**src/rtl/handshake_const_arbiter.sv**
```systemverilog
// Round-robin arbiter that turns per-requester tokens into a registered
// constant. Each accepted token from requester i loads CONSTS slice i and
// the index i into a single output slot, drained by a valid/ready handshake.
//
// Ports:
//   clk         - clock, all state on the rising edge
//   rst         - asynchronous active-low reset
//   ctrl_valid  - per-requester token valid
//   ctrl_ready  - per-requester token accept (at most one bit set)
//   outs        - registered constant of the served requester
//   outs_id     - index of the served requester
//   outs_valid  - output slot full
//   outs_ready  - downstream accept
module handshake_const_arbiter #(
  parameter int unsigned DATA_WIDTH = 32,
  parameter int unsigned NUM_REQ    = 4,
  parameter logic [NUM_REQ*DATA_WIDTH-1:0] CONSTS = '0,
  localparam int unsigned ID_W = ($clog2(NUM_REQ) > 1) ? $clog2(NUM_REQ) : 1
) (
  input  logic                  clk,
  input  logic                  rst,
  input  logic [NUM_REQ-1:0]    ctrl_valid,
  output logic [NUM_REQ-1:0]    ctrl_ready,
  output logic [DATA_WIDTH-1:0] outs,
  output logic [ID_W-1:0]       outs_id,
  output logic                  outs_valid,
  input  logic                  outs_ready
);

  logic [DATA_WIDTH-1:0] outs_q, outs_d;
  logic [ID_W-1:0]       outs_id_q, outs_id_d;
  logic                  outs_valid_q, outs_valid_d;
  logic [ID_W-1:0]       ptr_q, ptr_d;

  logic                  slot_free;
  logic                  win_found;
  logic [ID_W-1:0]       win_idx;
  logic [ID_W:0]         scan_idx;
  logic                  accept;
  logic [DATA_WIDTH-1:0] const_sel;

  assign slot_free = !outs_valid_q || outs_ready;

  // Scan ptr, ptr+1, ... and wrap at NUM_REQ. The extra bit in scan_idx holds
  // ptr+k before the wrap so non-power-of-two counts never alias.
  always_comb begin
    win_found = 1'b0;
    win_idx   = '0;
    scan_idx  = '0;
    for (int k = 0; k < int'(NUM_REQ); k++) begin
      scan_idx = {1'b0, ptr_q} + (ID_W+1)'(k);
      if (scan_idx >= (ID_W+1)'(NUM_REQ)) begin
        scan_idx = scan_idx - (ID_W+1)'(NUM_REQ);
      end
      if (!win_found && ctrl_valid[scan_idx[ID_W-1:0]]) begin
        win_found = 1'b1;
        win_idx   = scan_idx[ID_W-1:0];
      end
    end
  end

  assign accept = win_found && slot_free;

  // Constant-index slice selection keeps the mux free of variable part-selects.
  always_comb begin
    const_sel = '0;
    for (int i = 0; i < int'(NUM_REQ); i++) begin
      if (win_idx == ID_W'(i)) begin
        const_sel = CONSTS[i*DATA_WIDTH +: DATA_WIDTH];
      end
    end
  end

  // Ready is gated by rst so nothing is accepted while reset is held.
  always_comb begin
    ctrl_ready = '0;
    for (int i = 0; i < int'(NUM_REQ); i++) begin
      ctrl_ready[i] = rst && accept && (win_idx == ID_W'(i));
    end
  end

  always_comb begin
    outs_d       = outs_q;
    outs_id_d    = outs_id_q;
    outs_valid_d = outs_valid_q;
    ptr_d        = ptr_q;
    if (accept) begin
      // Covers the simultaneous drain+fill case: no bubble.
      outs_d       = const_sel;
      outs_id_d    = win_idx;
      outs_valid_d = 1'b1;
      ptr_d        = (win_idx == ID_W'(NUM_REQ - 1)) ? '0 : win_idx + ID_W'(1);
    end else if (outs_valid_q && outs_ready) begin
      outs_valid_d = 1'b0;
    end
  end

  always_ff @(posedge clk or negedge rst) begin
    if (!rst) begin
      outs_q       <= '0;
      outs_id_q    <= '0;
      outs_valid_q <= 1'b0;
      ptr_q        <= '0;
    end else begin
      outs_q       <= outs_d;
      outs_id_q    <= outs_id_d;
      outs_valid_q <= outs_valid_d;
      ptr_q        <= ptr_d;
    end
  end

  assign outs       = outs_q;
  assign outs_id    = outs_id_q;
  assign outs_valid = outs_valid_q;

endmodule

```
**config.mk**
```make
export PLATFORM = sky130hd
export DESIGN_NAME = handshake_const_arbiter
export DESIGN_NICKNAME = d
export VERILOG_FILES = /design/src/rtl/handshake_const_arbiter.sv
export SDC_FILE = /design/constraint.sdc
export NUM_CORES = 1
export LEC_CHECK = 0
export BUFFER_PORTS_ARGS = -buffer_cell sky130_fd_sc_hd__buf_2
export CORE_MARGIN = 2
export CORE_UTILIZATION = 35
export DETAILED_ROUTE_END_ITERATION = 12
export PLACE_DENSITY = 0.74
export SLEW_MARGIN = 20
export SYNTH_ARGS = -nofsm -noshare
export SYNTH_HDL_FRONTEND = slang
export SYNTH_SLANG_ARGS = --single-unit
export TNS_END_PERCENT = 100
```
**constraint.sdc**
```tcl
create_clock -name clk -period 1.3 [get_ports clk]
set_input_delay 0.13 -clock clk [delete_from_list [all_inputs] [get_ports clk]]
set_output_delay 0.13 -clock clk [all_outputs]
set_load 0.03 [all_outputs]
```
==> impl_metrics.yaml, run 1 <==
route:
  ant_nets: 0
  num_vias: 480
  wl_per_cell_um: 9.76
  firstDrtPassIters: 1
  wl_mm: 1.16
  via_per_inst: 4.03
  drt_iter0_markers: 0
  drt_drc_violations_left: 0
clock_tree:
  clkTransAtPathRegs_ns: 0.05
  cts_tree: "done"
  clockBufferDepth: 2
  clock-sinks: 5
  clk_latency_ns: 0.24
  cts_buffers: 3
  cts.htree.levels: 1
  clockRootBuffer: "clkbuf_4"
place:
  gp_routability_congestion: 0.747
  place_hpwl_um: 791
  placed_cell_area_um2: 666
  port_buffers: 13
synth:
  ys_types: 20
  syn_area_um2: 616
  synth_seq_cells: 5
  yosys_warnings: 0
  seq_area_frac_synth_pct: 20.3
  synth_cells: 72
  avgSynthCellArea_um2: 8.55
final_layout:
  num_antenna_cells: 0
  drive_gt1_share_pct: 51.0
  layout.nets: 114
  mostFrequentLayoutCells: "conb_1, buf_4, buf_2, buf_6, nand2_1"
  layout_commonest_cell: "conb_1"
  utilization_pct: 48.3
  syn_to_final_growth_pct: 32.5
  final_cell_area_um2: 816
  num-fill-cells: 166
grt:
  met2_usage_pct: 22.2
  grt.total_usage_pct: 12.4
  grt_pass1_vias: 450
  grt_antenna_before_repair: 0
  grtUsageMet3_pct: 1.19
  top_usage_layer: "met2"
  grt_pass1_wl_mm: 1.86
  grt_max_degree: 7
  grtUsageMet1_pct: 14.1
  grt-ovfl-total: 0
run:
  cap_violations: 0
floorplanning:
  fp.dieH_um: 45.9
  start_util_pct: 36.4
  core-area_um2: 1690
  pin_count: 46
  row_count: 15
  die_area_um2: 2110
  fp.dieW_um: 45.9
timing:
  drv_slew: 0
  fmax_ghz: 0.547
  hold_ws_ns: 0.166
  fin_tns_setup_ns: -2.76
  hold_viol: 0
  fin_ws_ns: -0.529
  skew_ns: 0.00433
  fin_crit_ns: 1.83
  grt_setup_unrepaired: "true"
  min_period_over_period_pct: 141
  setup-violations-final: 8
setup_path:
  cp_slowest_cell: "dfrtp_2"
  cpPeakStageDelay_ns: 0.44
  critPathLaunchType: "flop"
  crit_arrival_ns: 1.70
  critPathTopFamily: "flip-flops"
  worstSetupEndpointType: "output pin"
  cp.required_ns: 1.17
  worstPathCellList: "mux2i_2, a211oi_2, buf_4, inv_2, ha_1, and3_4, buf_6"
  crit_type: "flop to output pin"
  path_buf_inv: 3
  cp_max_fo: 5
worst_hold_path:
  hold_class: "input port to flop"
power:
  leakage_uw: 0.000432
  peakVddDrop_uv: 930
  power_density_nw_per_um2: 1530
run_status:
  status: "finished with violations"
  violations: "setup timing"
==> tightest hold or removal path, delay by kind of cell <==
kind | cells | cell delay (ns)
AND/OR/NAND/NOR | 2 | 0.10
buffers and inverters | 2 | 0.13
==> power breakdown <==
group	leakage (uW)	internal, uW	total [uW]	switching [uW]
Clock	0.0000150	116	185	68.8
Combinational	0.000362	361	788	427
Sequential	0.0000553	215	277	61.7
==> Yosys cell counts <==
| library cell | n | area, um^2 |
|---|---|---|
| buf_4 | 32 | 240 |
| dfrtp_1 | 5 | 125 |
| nand2_1 | 5 | 18.8 |
| and3_1 | 4 | 25.0 |
| ha_1 | 4 | 50.1 |
| nor2_1 | 4 | 15.0 |
| inv_1 | 3 | 11.3 |
| mux2_4 | 2 | 30.0 |
| nand2b_1 | 2 | 12.5 |
| a211oi_1 | 1 | 7.51 |
| a211oi_2 | 1 | 12.5 |
| a21o_1 | 1 | 7.51 |
| a21oi_1 | 1 | 5.00 |
| a21oi_2 | 1 | 8.76 |
| conb_1 | 1 | 3.75 |
| mux2i_1 | 1 | 10.0 |
| nor3b_1 | 1 | 7.51 |
| nor4_2 | 1 | 12.5 |
| o21ai_1 | 1 | 5.00 |
| o31ai_1 | 1 | 7.51 |
==> sequential cells by signal (all words and copies together) (netlist names) <==
register / count
outs_id: 2
outs_valid: 1
ptr_q: 2
==> kinds of logic (layout without fill, tap and decap cells) <==
logic type	after synthesis	in the layout	share of synthesized area (%)
flip-flops	5	5	20.3
AO/OA/AOI/OAI	7	7	8.74
multiplexers	3	3	6.50
adder cells (fa/ha/maj)	4	4	8.13
buffers and inverters	35	34	40.9
AND/OR/NAND/NOR	17	17	14.8
other	1	32	0.609
==> per-layer routing <==
| metal | wire length [um] | part of all wire [%] |
|---|---|---|
| met1 | 447 | 38 |
| met5 | 0 | 0 |
| met2 | 622 | 54 |
| met3 | 71 | 6.1 |
| met4 | 21 | 1.8 |
==> per-stage QoR <==
step | setup WS [ns] | total power, uW | cells
after floorplan | -0.158 | 752 | 103
after global placement | -0.305 | 832 | 110
after detailed placement | -0.386 | 851 | 110
after CTS | -0.527 | 1210 | 119
after global routing | -0.605 | 1330 | 119
final | -0.529 | 1250 | 119
==> final timing paths <==
kind	from	endpoint	slack, ns	cells after the start
max in group asynchronous	rst	ptr_q[0]	0.77	2
min in group asynchronous	rst	outs_id[1]	0.33	2
min	outs_ready	outs_valid	0.17	4
min reg2reg	outs_id[0]	outs_id[0]	0.51	1
max reg2reg	ptr_q[1]	ptr_q[0]	-0.28	7
max	ptr_q[1]	ctrl_ready[2]	-0.53	7
==> final cells by class <==
class	count	area (um^2)	share of cell area (%)
clock buffers	4	26.3	3.22
well taps	17	21.3	2.61
multi-input cells	63	424	52.0
inverters	3	11.3	1.38
flip-flops and latches	5	128	15.6
repair buffers	27	205	25.2
==> timing repair <==
item / 4_1_cts / 5_1_grt
pin swaps: 8 / 5
endpoints found under the setup margin: 8 / 8
setup buffers: 5 / 2
gates resized for setup: 21 / 5
hold endpoints to repair: 5 / 0
hold buffers: 1 / 0
No activity file was read; power rests on OpenSTA's default activity.
==> run 2, diff against run 1 <==
--- a/config.mk
+++ b/config.mk
@@ -5,11 +5,13 @@
 export SDC_FILE = /design/constraint.sdc
 export NUM_CORES = 1
 export LEC_CHECK = 0
+export ABC_AREA = 1
 export BUFFER_PORTS_ARGS = -buffer_cell sky130_fd_sc_hd__buf_2
+export CORE_ASPECT_RATIO = 1.4
 export CORE_MARGIN = 2
-export CORE_UTILIZATION = 35
+export CORE_UTILIZATION = 39
 export DETAILED_ROUTE_END_ITERATION = 12
-export PLACE_DENSITY = 0.74
+export PLACE_DENSITY = 0.75
 export SLEW_MARGIN = 20
 export SYNTH_ARGS = -nofsm -noshare
 export SYNTH_HDL_FRONTEND = slang
==> run 2 against run 1 <==
Against the previous run:
- the flow still finishes with violations (setup timing)
- utilization grew 4.0 points
- clock power about the same
- hold slack better by 0.045 ns
==> impl_metrics.yaml, run 2 <==
run_status:
  status: "finished with violations"
  violations: "setup timing"
floorplanning:
  die_area_um2: 2500
  fp.dieH_um: 58.4
  row_count: 19
  core-area_um2: 1970
  fp.dieW_um: 42.8
  pin_count: 46
  start_util_pct: 41.7
setup_path:
  worstSetupEndpointType: "output pin"
  critPathLaunchType: "flop"
  cp_slowest_cell: "dfrtp_2"
  crit_type: "flop to output pin"
  crit_arrival_ns: 2.04
  cp.required_ns: 1.17
  cpPeakStageDelay_ns: 0.45
  worstPathCellList: "inv_4, nand2_4, nand3_2, nand2_2, nor2_4, nand3_1, nand2_2, nand2_4, inv_2, ha_2, inv_2, nor2_4, buf_6"
  cp_max_fo: 8
synth:
  synth_edf_count: 0
  netlist_top_cells_area: "buf_4, nand2_1, dfrtp_1"
  synthAdderAreaFrac_pct: 6.08
  ys_top_cells_by_count: "nand2_1, buf_4, inv_1"
  synth_top_flop_cell: "dfrtp_1"
  synth_most_common_cell: "nand2_1"
  synthMuxAreaShare_pct: 0
  synth-compound-area-share_pct: 3.50
  synth-xor-area-share_pct: 0
  synth_seq_cells: 5
  yosysTopAreaCellShare_pct: 29.2
  synthArstFlopShare_pct: 100
  yosys_warnings: 0
  syn_area_um2: 823
  synth_largest_area_cell: "buf_4"
  synth_cells: 131
  seq_area_frac_synth_pct: 15.2
  ys_types: 19
  avgSynthCellArea_um2: 6.28
  synth_top_family_by_area: "buffers and inverters"
  synth-simple-area-share_pct: 37.1
grt:
  grt_antenna_before_repair: 0
  grt-ovfl-total: 0
  grt_max_degree: 9
  grt.total_usage_pct: 13.3
  grt_pass1_wl_mm: 2.54
  grt_pass1_vias: 659
timing:
  fin_ws_ns: -0.867
  fin_crit_ns: 2.17
  grt_setup_unrepaired: "true"
  setup-violations-final: 9
  skew_ns: 0.00418
  fmax_ghz: 0.461
  hold_ws_ns: 0.211
  min_period_over_period_pct: 167
  hold_viol: 0
  fin_tns_setup_ns: -5.44
  drv_slew: 0
route:
  wl_per_cell_um: 9.46
  num_vias: 746
  ant_nets: 0
  via_per_inst: 4.17
  wl_mm: 1.69
  drt_iter0_markers: 6
  firstDrtPassIters: 4
  drt_drc_violations_left: 0
clock_tree:
  cts_tree: "done"
  clock-sinks: 5
  clockRootBuffer: "clkbuf_4"
  clk_latency_ns: 0.25
  clockBufferDepth: 2
  cts.htree.levels: 1
  cts_buffers: 3
  clkTransAtPathRegs_ns: 0.05
final_layout:
  drive_gt1_share_pct: 42.4
  regArea_um2: 128
  syn_to_final_growth_pct: 25.4
  final_cell_area_um2: 1030
  layout_commonest_cell: "nand2_1"
  num-fill-cells: 196
  finalNonFillerCells: 179
  multi_input_area_um2: 599
  num_antenna_cells: 0
  mostFrequentLayoutCells: "nand2_1, conb_1, nand2_2, buf_2, buf_4"
  layout.nets: 170
place:
  dp.cells: 170
  port_buffers: 13
  place_hpwl_mm: 1.28
  placed_cell_area_um2: 862
  gp_routability_congestion: 0.776
run:
  cap_violations: 0
power:
  leakage_uw: 0.000587
  power_density_nw_per_um2: 3170
  peakVddDrop_uv: 1910
worst_hold_path:
  hold_class: "input port to flop"
## run 2: cell types whose count changed in the layout (fill, tap and decap cells not counted), moves of 2 or more
cell and change:
a211oi_2 -2, a21oi_2 -2, and3_4 -4, buf_4 -2, inv_1 +5, inv_2 +5
inv_4 +2, mux2_4 -2, nand2_1 +33, nand2_2 +10, nand2_4 +4, nand3_1 +4
nand3_2 +4, nor2_4 +5
## run 2: what timing repair did
item,CTS,global route
hold endpoints to repair,5,0
hold buffers,1,0
pin swaps,9,0
setup endpoints to repair,9,9
buffers inserted,3,1
gates resized for setup,30,6
## run 2: cells by family after synthesis
kind of cell / after synthesis
adder cells (fa/ha/maj): 4
AO/OA/AOI/OAI: 5
buffers and inverters: 48
flip-flops: 5
AND/OR/NAND/NOR: 68
other: 1
## run 2: power by group
part	leakage [uW]	internal [uW]	total (uW)	switching, uW
Sequential	0.0000572	246	331	85.1
Combinational	0.000512	1060	2760	1700
Clock	0.0000177	112	182	70.4
## run 2: layout make-up
cell class              count  share of cell area [%]
well taps                  21                    2.55
flip-flops and latches      5                    12.4
inverters                  15                    5.94
clock inverters             1                   0.485
repair buffers             25                    18.4
clock buffers               3                    2.18
multi-input cells         109                    58.1
## run 2: final timing paths
kind                            start             to  slack (ns)  cells after the start
max                          ptr_q[0]  ctrl_ready[1]       -0.87                     13
min in group asynchronous         rst     outs_id[0]        0.29                      2
max reg2reg                  ptr_q[0]       ptr_q[0]       -0.62                     14
min reg2reg                outs_id[1]     outs_id[1]        0.48                      2
min                        outs_ready     outs_valid        0.21                      4
max in group asynchronous         rst       ptr_q[1]        0.80                      2
## run 2: metrics by stage
stage / setup WS [ns] / utilization (%) / power, uW
floorplan: -0.390 / - / 2050
global route: -1.00 / 52.3 / 3570
CTS: -0.785 / 50.4 / 3090
detailed placement: -0.717 / 43.7 / 2520
global placement: -0.647 / 43.7 / 2450
finish: -0.867 / 52.3 / 3270
## run 2: layer usage
layer | global-route usage (%) | share of wire, % | wire, um | vias up
met2 | 28.6 | 63 | 1060 | 27
met1 | 11.5 | 33 | 553 | 333
met4 | 7.59 | 1.1 | 19 | 0
li1 | - | - | - | 384
met5 | 0 | 0 | 0 | -
met3 | 0.307 | 3.6 | 61 | 2
## run 2: critical path, delay by kind of cell (launching register included)
family	cells	cell delay [ns]
and+or+nand+nor	8	0.79
DFF	1	0.45
buffers and inverters	4	0.37
adders and majority gates	1	0.16
==> run 3, diff against run 2 <==
--- a/config.mk
+++ b/config.mk
@@ -7,7 +7,7 @@
 export LEC_CHECK = 0
 export ABC_AREA = 1
 export BUFFER_PORTS_ARGS = -buffer_cell sky130_fd_sc_hd__buf_2
-export CORE_ASPECT_RATIO = 1.4
+export CORE_ASPECT_RATIO = 1.2
 export CORE_MARGIN = 2
 export CORE_UTILIZATION = 39
 export DETAILED_ROUTE_END_ITERATION = 12
==> run 3 against run 2 <==
Against the previous run:
- the flow still finishes with violations (setup timing)
- clock power about the same
- final cell count up 2.2%
- total power rose by 9.4%
- worst setup slack better by 0.015 ns
==> impl_metrics.yaml, run 3 (same netlist as run 2, synthesis figures left out) <==
run:
  cap_violations: 0
grt:
  grt_antenna_before_repair: 0
  grt_pass1_wl_mm: 2.46
  grt-ovfl-total: 0
  grt_pass1_vias: 654
  grt.total_usage_pct: 13.3
  grt_max_degree: 9
clock_tree:
  clock-sinks: 5
  clockRootBuffer: "clkbuf_4"
  cts_buffers: 3
  clk_latency_ns: 0.25
  cts.htree.levels: 1
  clkTransAtPathRegs_ns: 0.04
  cts_tree: "done"
  clockBufferDepth: 2
setup_path:
  timing.rr.start: "ptr_q[0]"
  rr_worst_depth: 13
  cp_max_fo: 6
  critPathLaunchType: "flop"
  reg2reg_setup_slack_ns: -0.64
  worstPathCellList: "buf_6, nand2_1, nand2_1, o21ai_1, nand3_2, nand2_1, nand2_2, inv_2, ha_2, inv_2, nor2_4, buf_6"
  cpPeakStageDelay_ns: 0.46
  cp.required_ns: 1.17
  worstSetupEndpointType: "output pin"
  path_buf_inv: 4
  crit_type: "flop to output pin"
  crit_arrival_ns: 2.02
  crit_path_start: "ptr_q[0]"
  critPathTopFamily: "simple AND/OR/NAND/NOR gates"
  cp_slowest_cell: "dfrtp_2"
  r2r_end: "ptr_q[0]"
  crit_path_frequent_cell: "nand2_1"
place:
  gp_routability_congestion: 0.719
  port_buffers: 13
  place_hpwl_mm: 1.23
  dp.cells: 171
floorplanning:
  fp.dieH_um: 54.3
  core-area_um2: 2030
  die_area_um2: 2500
  pin_count: 46
  row_count: 18
  start_util_pct: 40.6
  fp.dieW_um: 45.9
route:
  num_vias: 788
  drt_drc_violations_left: 0
  drt_iter0_markers: 5
  wl_per_cell_um: 9.58
  firstDrtPassIters: 4
  via_per_inst: 4.31
  wl_mm: 1.75
  ant_nets: 0
final_layout:
  utilization_pct: 53.6
  layout_commonest_cell: "nand2_1"
  syn_to_final_growth_pct: 32.1
  num_antenna_cells: 0
  layout.nets: 175
  mostFrequentLayoutCells: "nand2_1, conb_1, nand2_2, buf_4, buf_2"
  drive_gt1_share_pct: 47.2
  finalNonFillerCells: 183
timing:
  hold_viol: 0
  grt_setup_unrepaired: "true"
  fin_ws_ns: -0.852
  drv_slew: 0
  min_period_over_period_pct: 166
  fin_crit_ns: 2.15
  setup-violations-final: 9
  fmax_ghz: 0.465
  skew_ns: 0.00347
run_status:
  violations: "setup timing"
  status: "finished with violations"
power:
  peakVddDrop_uv: 1860
  leakage_uw: 0.000610
  power_density_nw_per_um2: 3290
worst_hold_path:
  hold_depth: 4
  hold_class: "input port to flop"
  min_to: "outs_valid"
  hold_start: "outs_ready"
==> run 3: routing by layer <==
metal,wire [um],track usage [%],up-vias,share of wire (%)
li1,-,-,397,-
met1,656,12.8,353,37
met2,986,27.5,33,56
met3,71,0.990,5,4.1
met4,38,5.71,0,2.2
met5,0,0,-,0
==> run 3: worst max path at each step <==
stage,endpoint,cells past startpoint
2_1_floorplan,ctrl_ready[3],13
3_3_place_gp,ctrl_ready[1],15
3_5_place_dp,ctrl_ready[0],15
4_1_cts,ctrl_ready[0],14
5_1_grt,ctrl_ready[3],14
6_report,ctrl_ready[3],12
==> run 3: where the power goes <==
part | internal, uW | switching, uW
registers | 246 | 92.7
logic | 1270 | 1790
clock network | 116 | 66.9
==> run 3: cell type report <==
class / instances / area, um^2
well taps: 20 / 25.0
multi-input cells: 109 / 619
clock buffers: 4 / 26.3
fillers: 191 / 940
flip-flops and latches: 5 / 128
inverters: 15 / 61.3
repair buffers: 30 / 228
==> run 3: per-stage QoR <==
stage / hold WS [ns] / instance area [um^2] / power, uW / worst slack, ns / TNS, ns
floorplan: -0.166 / 970 / 2050 / -0.390 / -2.22
global placement: -0.0420 / 876 / 2560 / -0.642 / -4.63
detailed placement: -0.0352 / 876 / 2610 / -0.705 / -5.12
CTS: 0.223 / 1010 / 3220 / -0.750 / -4.87
global route: 0.247 / 1090 / 3860 / -0.975 / -6.75
finish: 0.219 / 1090 / 3580 / -0.852 / -5.70
==> run 3: repair_timing <==
action	in CTS	in global routing
hold buffers	1	0
endpoints found under the setup margin	9	9
buffers inserted	4	3
resized for setup	29	14
hold endpoints to repair	5	0
pin swaps	8	7
==> run 3: tightest hold or removal path: cells and delay by family <==
kind | cells | cell delay [ns]
buf+inv | 2 | 0.11
simple gates | 2 | 0.19
